**config.mk**
```make
export PLATFORM = sky130hd
export DESIGN_NAME = poets_stream_mem_reader
export DESIGN_NICKNAME = d
export VERILOG_FILES = /design/src/rtl/poets_stream_mem_reader.sv
export SDC_FILE = /design/constraint.sdc
export NUM_CORES = 1
export LEC_CHECK = 0
export CELL_PAD_IN_SITES_DETAIL_PLACEMENT = 1
export CELL_PAD_IN_SITES_GLOBAL_PLACEMENT = 1
export CORE_MARGIN = 3
export CORE_UTILIZATION = 45
export CTS_BUF_LIST = sky130_fd_sc_hd__clkbuf_4 sky130_fd_sc_hd__clkbuf_8
export DETAILED_ROUTE_END_ITERATION = 8
export GPL_ROUTABILITY_DRIVEN = 0
export PLACE_DENSITY = 0.72
export SLEW_MARGIN = 20
export SYNTH_ARGS = -nofsm -noshare
export SYNTH_HDL_FRONTEND = slang
export SYNTH_SLANG_ARGS = --single-unit
export TNS_END_PERCENT = 1
```
**constraint.sdc**
```tcl
create_clock -name clk -period 13.27 [get_ports clk]
set_input_delay 3.3175 -clock clk [delete_from_list [all_inputs] [get_ports clk]]
set_output_delay 3.3175 -clock clk [all_outputs]
set_load 0.01 [all_outputs]
```
**src/rtl/poets_stream_mem_reader.sv**
```systemverilog
// Avalon-MM burst-less read master that streams a memory block as one
// Avalon-ST packet, with credit-limited outstanding reads into a FWFT FIFO.
//
// Ports:
//   clk, reset_n          clock, async active-low reset
//   ctl_start/base/len    launch a transfer (base, length sampled on start)
//   ctl_abort             cancel the active transfer
//   ctl_busy/done/aborted status
//   avm_*                 Avalon-MM read master to the memory slave
//   st_*                  Avalon-ST source (readyLatency 0)
module poets_stream_mem_reader #(
  parameter int ADDR_W      = 13,
  parameter int DATA_W      = 32,
  parameter int LEN_W       = 13,
  parameter int FIFO_DEPTH  = 8,
  parameter int MAX_PENDING = 4
) (
  input  logic                clk,
  input  logic                reset_n,
  input  logic                ctl_start,
  input  logic [ADDR_W-1:0]   ctl_base,
  input  logic [LEN_W-1:0]    ctl_len,
  input  logic                ctl_abort,
  output logic                ctl_busy,
  output logic                ctl_done,
  output logic                ctl_aborted,
  output logic [ADDR_W-1:0]   avm_address,
  output logic                avm_read,
  output logic [DATA_W/8-1:0] avm_byteenable,
  input  logic                avm_waitrequest,
  input  logic                avm_readdatavalid,
  input  logic [DATA_W-1:0]   avm_readdata,
  output logic [DATA_W-1:0]   st_data,
  output logic                st_valid,
  input  logic                st_ready,
  output logic                st_sop,
  output logic                st_eop
);

  localparam int PW = $clog2(MAX_PENDING + 1);
  localparam int CW = $clog2(FIFO_DEPTH + 1);
  localparam int FW = $clog2(FIFO_DEPTH);

  typedef enum logic [1:0] {
    IDLE,
    ISSUE,
    DRAIN,
    FLUSH
  } state_t;

  state_t            state;
  logic [ADDR_W-1:0] addr;
  logic [LEN_W-1:0]  len_r;
  logic [LEN_W-1:0]  issue_left;
  logic [LEN_W-1:0]  beat_idx;
  logic [PW-1:0]     pending;
  logic [CW-1:0]     count;
  logic [FW-1:0]     wr_ptr;
  logic [FW-1:0]     rd_ptr;
  logic [DATA_W-1:0] fifo [FIFO_DEPTH];
  logic              stall_q;
  logic              done_q;
  logic              aborted_q;

  logic              can_issue;
  logic              accept;
  logic              ret;
  logic              active;
  logic              abort_now;
  logic              push;
  logic              pop;
  logic              last_accept;
  logic [CW:0]       credit;

  // Reads in flight plus buffered words may never exceed the FIFO,
  // so every return always has a slot and the slave never stalls.
  assign credit = (CW+1)'(pending) + {1'b0, count};

  assign can_issue = (state == ISSUE)
                   && (issue_left != '0)
                   && (pending < PW'(MAX_PENDING))
                   && (credit < (CW+1)'(FIFO_DEPTH));

  // A read stalled by waitrequest stays asserted until accepted,
  // even if an abort moved the FSM on.
  assign avm_read       = can_issue | stall_q;
  assign avm_address    = addr;
  assign avm_byteenable = '1;

  assign accept      = avm_read & ~avm_waitrequest;
  assign ret         = avm_readdatavalid & (pending != '0);
  assign active      = (state == ISSUE) || (state == DRAIN);
  assign abort_now   = ctl_abort & active;
  assign push        = ret & active & ~ctl_abort;
  assign pop         = st_valid & st_ready;
  assign last_accept = accept && (issue_left == LEN_W'(1));

  assign st_valid = (count != '0);
  assign st_data  = fifo[rd_ptr];
  assign st_sop   = st_valid & (beat_idx == '0);
  assign st_eop   = st_valid & (beat_idx == len_r - LEN_W'(1));

  assign ctl_busy    = (state != IDLE);
  assign ctl_done    = done_q;
  assign ctl_aborted = aborted_q;

  always_ff @(posedge clk) begin
    if (push)
      fifo[wr_ptr] <= avm_readdata;
  end

  always_ff @(posedge clk or negedge reset_n) begin
    if (!reset_n) begin
      state      <= IDLE;
      addr       <= '0;
      len_r      <= '0;
      issue_left <= '0;
      beat_idx   <= '0;
      pending    <= '0;
      count      <= '0;
      wr_ptr     <= '0;
      rd_ptr     <= '0;
      stall_q    <= 1'b0;
      done_q     <= 1'b0;
      aborted_q  <= 1'b0;
    end else begin
      done_q  <= 1'b0;
      stall_q <= avm_read & avm_waitrequest;
      pending <= pending + PW'(accept) - PW'(ret);

      if (accept) begin
        addr       <= addr + ADDR_W'(1);
        issue_left <= issue_left - LEN_W'(1);
      end

      if (abort_now) begin
        count  <= '0;
        wr_ptr <= '0;
        rd_ptr <= '0;
      end else begin
        if (push)
          wr_ptr <= wr_ptr + FW'(1);
        if (pop) begin
          rd_ptr   <= rd_ptr + FW'(1);
          beat_idx <= beat_idx + LEN_W'(1);
        end
        count <= count + CW'(push) - CW'(pop);
      end

      unique case (state)
        IDLE: begin
          if (ctl_start) begin
            aborted_q <= 1'b0;
            if (ctl_len != '0) begin
              state      <= ISSUE;
              addr       <= ctl_base;
              len_r      <= ctl_len;
              issue_left <= ctl_len;
              beat_idx   <= '0;
            end else begin
              done_q <= 1'b1;
            end
          end
        end
        ISSUE: begin
          if (ctl_abort)
            state <= FLUSH;
          else if (last_accept)
            state <= DRAIN;
        end
        DRAIN: begin
          if (ctl_abort) begin
            state <= FLUSH;
          end else if (pop && st_eop) begin
            state  <= IDLE;
            done_q <= 1'b1;
          end
        end
        FLUSH: begin
          if (pending == '0 && count == '0 && !stall_q) begin
            state     <= IDLE;
            done_q    <= 1'b1;
            aborted_q <= 1'b1;
          end
        end
        default: state <= IDLE;
      endcase
    end
  end

endmodule
```
# == Word level (Yosys, flattened, before mapping) ==
# Memory sizes are Yosys's and may differ from the RTL's.
# Cells that the tools add are included.
# totals
register_bits,70
latch_bits,0
ram_bits,256
romBits,0
in_bits,65
out_inout_bits,56
memories,1
# mem_list
name,depth,word_bits,rd,rd_clocked_by_memory_dff,wr,line_no,source
fifo,8,32,1,0,1,60,logic [DATA_W-1:0] fifo [FIFO_DEPTH];
# classes
n_addsub,11
mul,0
div,0
order_cmp,2
n_eq_ne,10
n_shift,0
mux,37
bitwise,12
reduce_logical,24
# ops
operator,n
$mux 13,13
$add 13x1->13 const B,2
$reduce_bool 13->1,2
$sub 13x1->13 const B,2
$mux 2,7
$eq 13x1->1 const B,1
$eq 13x13->1,1
$logic_not 13->1,1
$mux 3,4
$and 1x1->1,9
$mux 1,9
$pmux 2 s4,1
$reduce_bool 2->1,4
$logic_and 1x1->1,7
$add 3x1->3 const B,2
$ne 2x2->1 const B,3
$reduce_and 3->1,2
$add 3x4->5,1
$lt 5x4->1 const B,1
$reduce_and 5->1,1
$add 4x1->4,1
$eq 2x2->1 const B,2
$logic_not 4->1,1
$mux 4,1
17 further kinds,18

# == Depth between registers and ports, before layout ==
# depth
depth_word,10
mapped_depth,14
ltp_nobuf,13

# == Least setup slack after synthesis ==
# No wires, ideal clock.
# synth_path
path_kind,in2reg
from,input avm_readdatavalid
to,"memory fifo[2][0], enable pin"
setup_ns,0.501
arrival_time_ns,7.156
required_ns,12.769
setup_slack_ns,5.612
path_stages,6
n_path_buf,2
cell_sequence,and2_1 > clkbuf_1 > nand2_1 > or2_2 > clkbuf_1 > nor4_1
# synth_between
elab_chain_cells,5
# synth_lines
element,line_no,source
from (decl),31,"input logic avm_readdatavalid,"
$and 1x1->1,91,assign ret = avm_readdatavalid & (pending != '0);
$and 1x1->1 (2 in a row),94,assign push = ret & active & ~ctl_abort;
$mux 1,108,if (push)
$mux 1 (not written as such),109,fifo[wr_ptr] <= avm_readdata;
to (decl),60,
# Every way passes these cells.

# == Final worst setup path ==
# layout_path
from,register rd_ptr[0]
to,output st_data[25]
# layout_between
elab_chain_cells,1
# layout_lines
element,line_no,source
from (decl),59,logic [FW-1:0] rd_ptr;
from (signal assigned),144,rd_ptr <= rd_ptr + FW'(1);
$mem_v2 8x32,-,
to (decl),33,"output logic [DATA_W-1:0] st_data,"
# Every way passes these cells.

==> key figures <==
CTS
  – CTS H-tree depth: 2
  – Post-CTS Resized: 0
  – Post-CTS Hold Fix Bufs: 0
  – Worst skew pair latency: about 0.57 ns
  – Root buffer cell: clkbuf_8
  – CTS tree: done
  – Post-CTS Repair Setup Buffers: 0
  – Reg clk slew, reported paths: roughly 0.06 ns
  – Clock buffer depth: 3
  – CTS sink cnt: 326
  – Inserted Clock Buffers: 53

Yosys
  – Post-synth top area cell: edfxtp_1
  – Most used DFF post-synth: edfxtp_1
  – Largest cells by area after synthesis: edfxtp_1, dfrtp_1, mux4_2
  – Sequential-to-total area share from yosys stat: about two thirds
  – Synth Warn #: 0
  – Yosys cell types: about 60
  – Yosys top cell area share: 55.5%
  – Asr flop ratio synth: between 20% and 30%
  – Avg Cell Area, Syn: approximately 16 µm²
  – Mapped Area: 13900 µm²
  – Flop and latch count out of synthesis: 326
  – Syn Inst Count: between 800 and 900
  – Post-synth EDFFs: roughly 260

STA
  – Final setup violation count: 0
  – Final min period: roughly 6.8 ns
  – Max Freq: ~0.15 GHz
  – RSZ-0062 raised after global routing: false
  – Final hold slack: between 0.5 and 0.6 ns
  – Clock Skews: ~0.02 ns
  – Final Hold Vio Count: 0
  – Max-slew violations: 0
  – Final TNS setup: 0 ns
  – Worst-Margin Slew: 1.00 ns
  – Fin crit share: roughly 51%
  – Rel. slew slack: approximately a third

Route
  – Initial DRC Count: 496
  – Drt total wl: slightly above 30000 µm
  – Vias: 7791
  – WL met1: around 14000 µm
  – Routed len/inst: between 20 and 25 µm
  – DR WL met2: around 15000 µm
  – Top Layer Used: met4
  – Drt first pass iters: 5
  – WL met3: between 1000 and 1500 µm
  – Routed vias/inst: around 5.4
  – ANT nets after route: 0
  – Drt drc: 0

Floorplanning
  – Die height: between 150 and 200 µm
  – Die W: between 150 and 200 µm
  – Num ports: 121
  – Initial Utilization: a little under half
  – Core Area: about 30000 µm²
  – Die ar.: around 33000 µm²
  – Row count: between 60 and 70

Final layout
  – Layout cells sized above 1: around 22%
  – # diodes: 0
  – Synth-to-Final Area Change: 19.9%
  – Final nets: ~1100
  – Fill cell count: 2862

Run
  – Max-Cap Viols: 0

Run status
  – Status: complete, no violations

Global route
  – Initial antenna violation count: 0
  – Vias in the first global route: about 8600
  – Global-route wire length before repair: 49600 µm
  – Largest net degree at the start of global routing: slightly above 70
  – GRT Resource Usage Total: 19.1%
  – Grt total ovfl: 0

Worst setup path
  – Data required, critical path: approximately 10 ns
  – CP arrival: ~3.5 ns
  – Crit start category: flip-flop
  – CP endpoint kind: output port
  – WS Path Type: flip-flop to output port
  – CP Max Fanout: 49

Power and ir drop
  – Net Switching: a little over 1 mW
  – VDD IR-drop max: 125 µV
  – Sequential power share: between 40% and 50%
  – Pwr dens: 201 nW/µm²
  – Clock Power Share: between 20% and 30%
  – Pleak: around 5.8 nW
  – Internal power: approximately 2.3 mW
  – Switching Share: a little under a third
  – Comb power frac: 31.5%

Placement
  – Post-DP HPWL: roughly 19000 µm
  – Number of port buffers: approximately 120

Worst hold path
  – Hold Path Class: flip-flop to flip-flop
==> metal layers <==
layer  track usage, %  vias up
met4             4.63        0
met1             26.6     4034
li1                 -     3556
met3             3.55       34
met5                0        -
met2             31.7      167
==> area by class of cell <==
| class | count | area, µm² | area share (%) |
|---|---|---|---|
| multi-input combinational | 458 | 4180 | 25.1 |
| clock inverter | 20 | 153 | 0.919 |
| clock buffer | 77 | 953 | 5.74 |
| timing repair buffer | 134 | 1290 | 7.77 |
| sequential | 326 | 9450 | 56.8 |
| inverter | 29 | 109 | 0.655 |
| tap | 390 | 488 | 2.94 |
==> power groups by stage <==
stage,sequential [mW],combinational [mW],clock [mW]
3_3_place_gp,1.41,1.03,0
3_5_place_dp,1.41,1.07,0
5_1_grt,1.41,1.16,0.964
6_report,1.39,1.05,0.890
2_1_floorplan,1.33,0.731,0
4_1_cts,1.39,1.07,0.916
==> critical path, stage by stage, from the launching register on <==
cell             delay [ns]
dfrtp_4                0.65
buf_4                  0.80
mux4_2                 0.60
mux2_2                 0.27
clkdlybuf4s50_1        0.53
==> cell usage after synthesis (all sizes together) (2+ instances only) <==
| library cell | instances |
|---|---|
| nand2b | 4 |
| o211a | 2 |
| xnor2 | 29 |
| or4 | 4 |
| xor2 | 22 |
| nor3b | 2 |
| clkbuf | 29 |
| nand2 | 65 |
| and2 | 6 |
| a21o | 2 |
| mux4 | 64 |
| o22ai | 3 |
| fa | 2 |
| a221oi | 2 |
| nor4b | 2 |
| or2 | 3 |
| nor3 | 17 |
| a211o | 2 |
| dfrtp | 70 |
| and3 | 9 |
| a21oi | 14 |
| a31oi | 2 |
| inv | 29 |
| nand4 | 8 |
| nand3 | 13 |
| ha | 21 |
| mux2 | 34 |
| nor2b | 9 |
| o21ai | 39 |
| mux2i | 4 |
| nor2 | 36 |
| or3 | 6 |
| edfxtp | 256 |
| nor4 | 16 |
| buf | 15 |
==> metrics by stage <==
stage	utilization (%)	setup WS (ns)	cells	area [µm²]	power, mW
finish	55.5	6.46	1434	16600	3.33
global route	55.5	6.15	1434	16600	3.54
CTS	55.5	6.32	1434	16600	3.38
detailed placement	51.8	6.97	1337	15500	2.48
global placement	51.8	7.00	1337	15500	2.44
floorplan	-	5.61	857	13900	2.06
==> registers in the layout, indices dropped and copies added (netlist names), 2 cells and up <==
name / cells
avm_address: 13
len_r: 13
state: 2
count: 4
fifo: 256
issue_left: 13
rd_ptr: 3
wr_ptr: 3
pending: 3
beat_idx: 13
==> path summary, 6_finish.rpt <==
check / startpoint / endpoint / slack, ns / cells past startpoint
worst min register to register: len_r[12]$_DFFE_PN0P_ / len_r[12]$_DFFE_PN0P_ / 0.52 / 2
min in group asynchronous: reset_n / issue_left[9]$_DFF_PN0_ / 2.95 / 2
worst max-delay path: rd_ptr[0]$_DFFE_PN0P_ / st_data[25] / 6.46 / 4
max in group asynchronous: reset_n / rd_ptr[0]$_DFFE_PN0P_ / 9.57 / 2
worst max register to register: state[1]$_DFFE_PN0P_ / pending[2]$_DFF_PN0_ / 10.05 / 14
worst min-delay path: len_r[12]$_DFFE_PN0P_ / len_r[12]$_DFFE_PN0P_ / 0.52 / 2
==> placed cells by master (no fill, tap or decap), types with 3 or more instances in the layout <==
cell type and count:
clkbuf_8 60, and3_1 8, mux2i_1 4, ha_1 21
nor4_2 7, nor3_1 11, nand4_1 8, clkdlybuf4s50_1 115
conb_1 4, nand2b_1 4, xnor2_1 29, or4_1 3
nor4_1 9, nor2_1 35, inv_1 28, mux4_2 64
edfxtp_1 256, nor3_2 6, buf_4 18, o21ai_0 36
clkinv_2 6, clkbuf_4 17, and2_1 5, nand2_1 65
nand3_1 13, or3_1 6, nor2b_1 8, a21oi_1 14
o21ai_1 3, mux2_2 33, xor2_1 22, or2_2 3
clkinv_1 10, dfrtp_1 67, o22ai_1 3
==> logic make-up (layout without fill, tap and decap cells) <==
group	after synthesis	after routing	share of synthesized area, %
compound gates	73	73	3.13
xor+xnor	51	51	3.22
fa+ha+maj	23	23	2.19
buf+inv	73	260	2.19
flops	326	326	68.1
mux	102	102	13.5
other cells	1	4	0.0271
simple gates	205	205	7.65
Power figures use the tool's default switching activity.
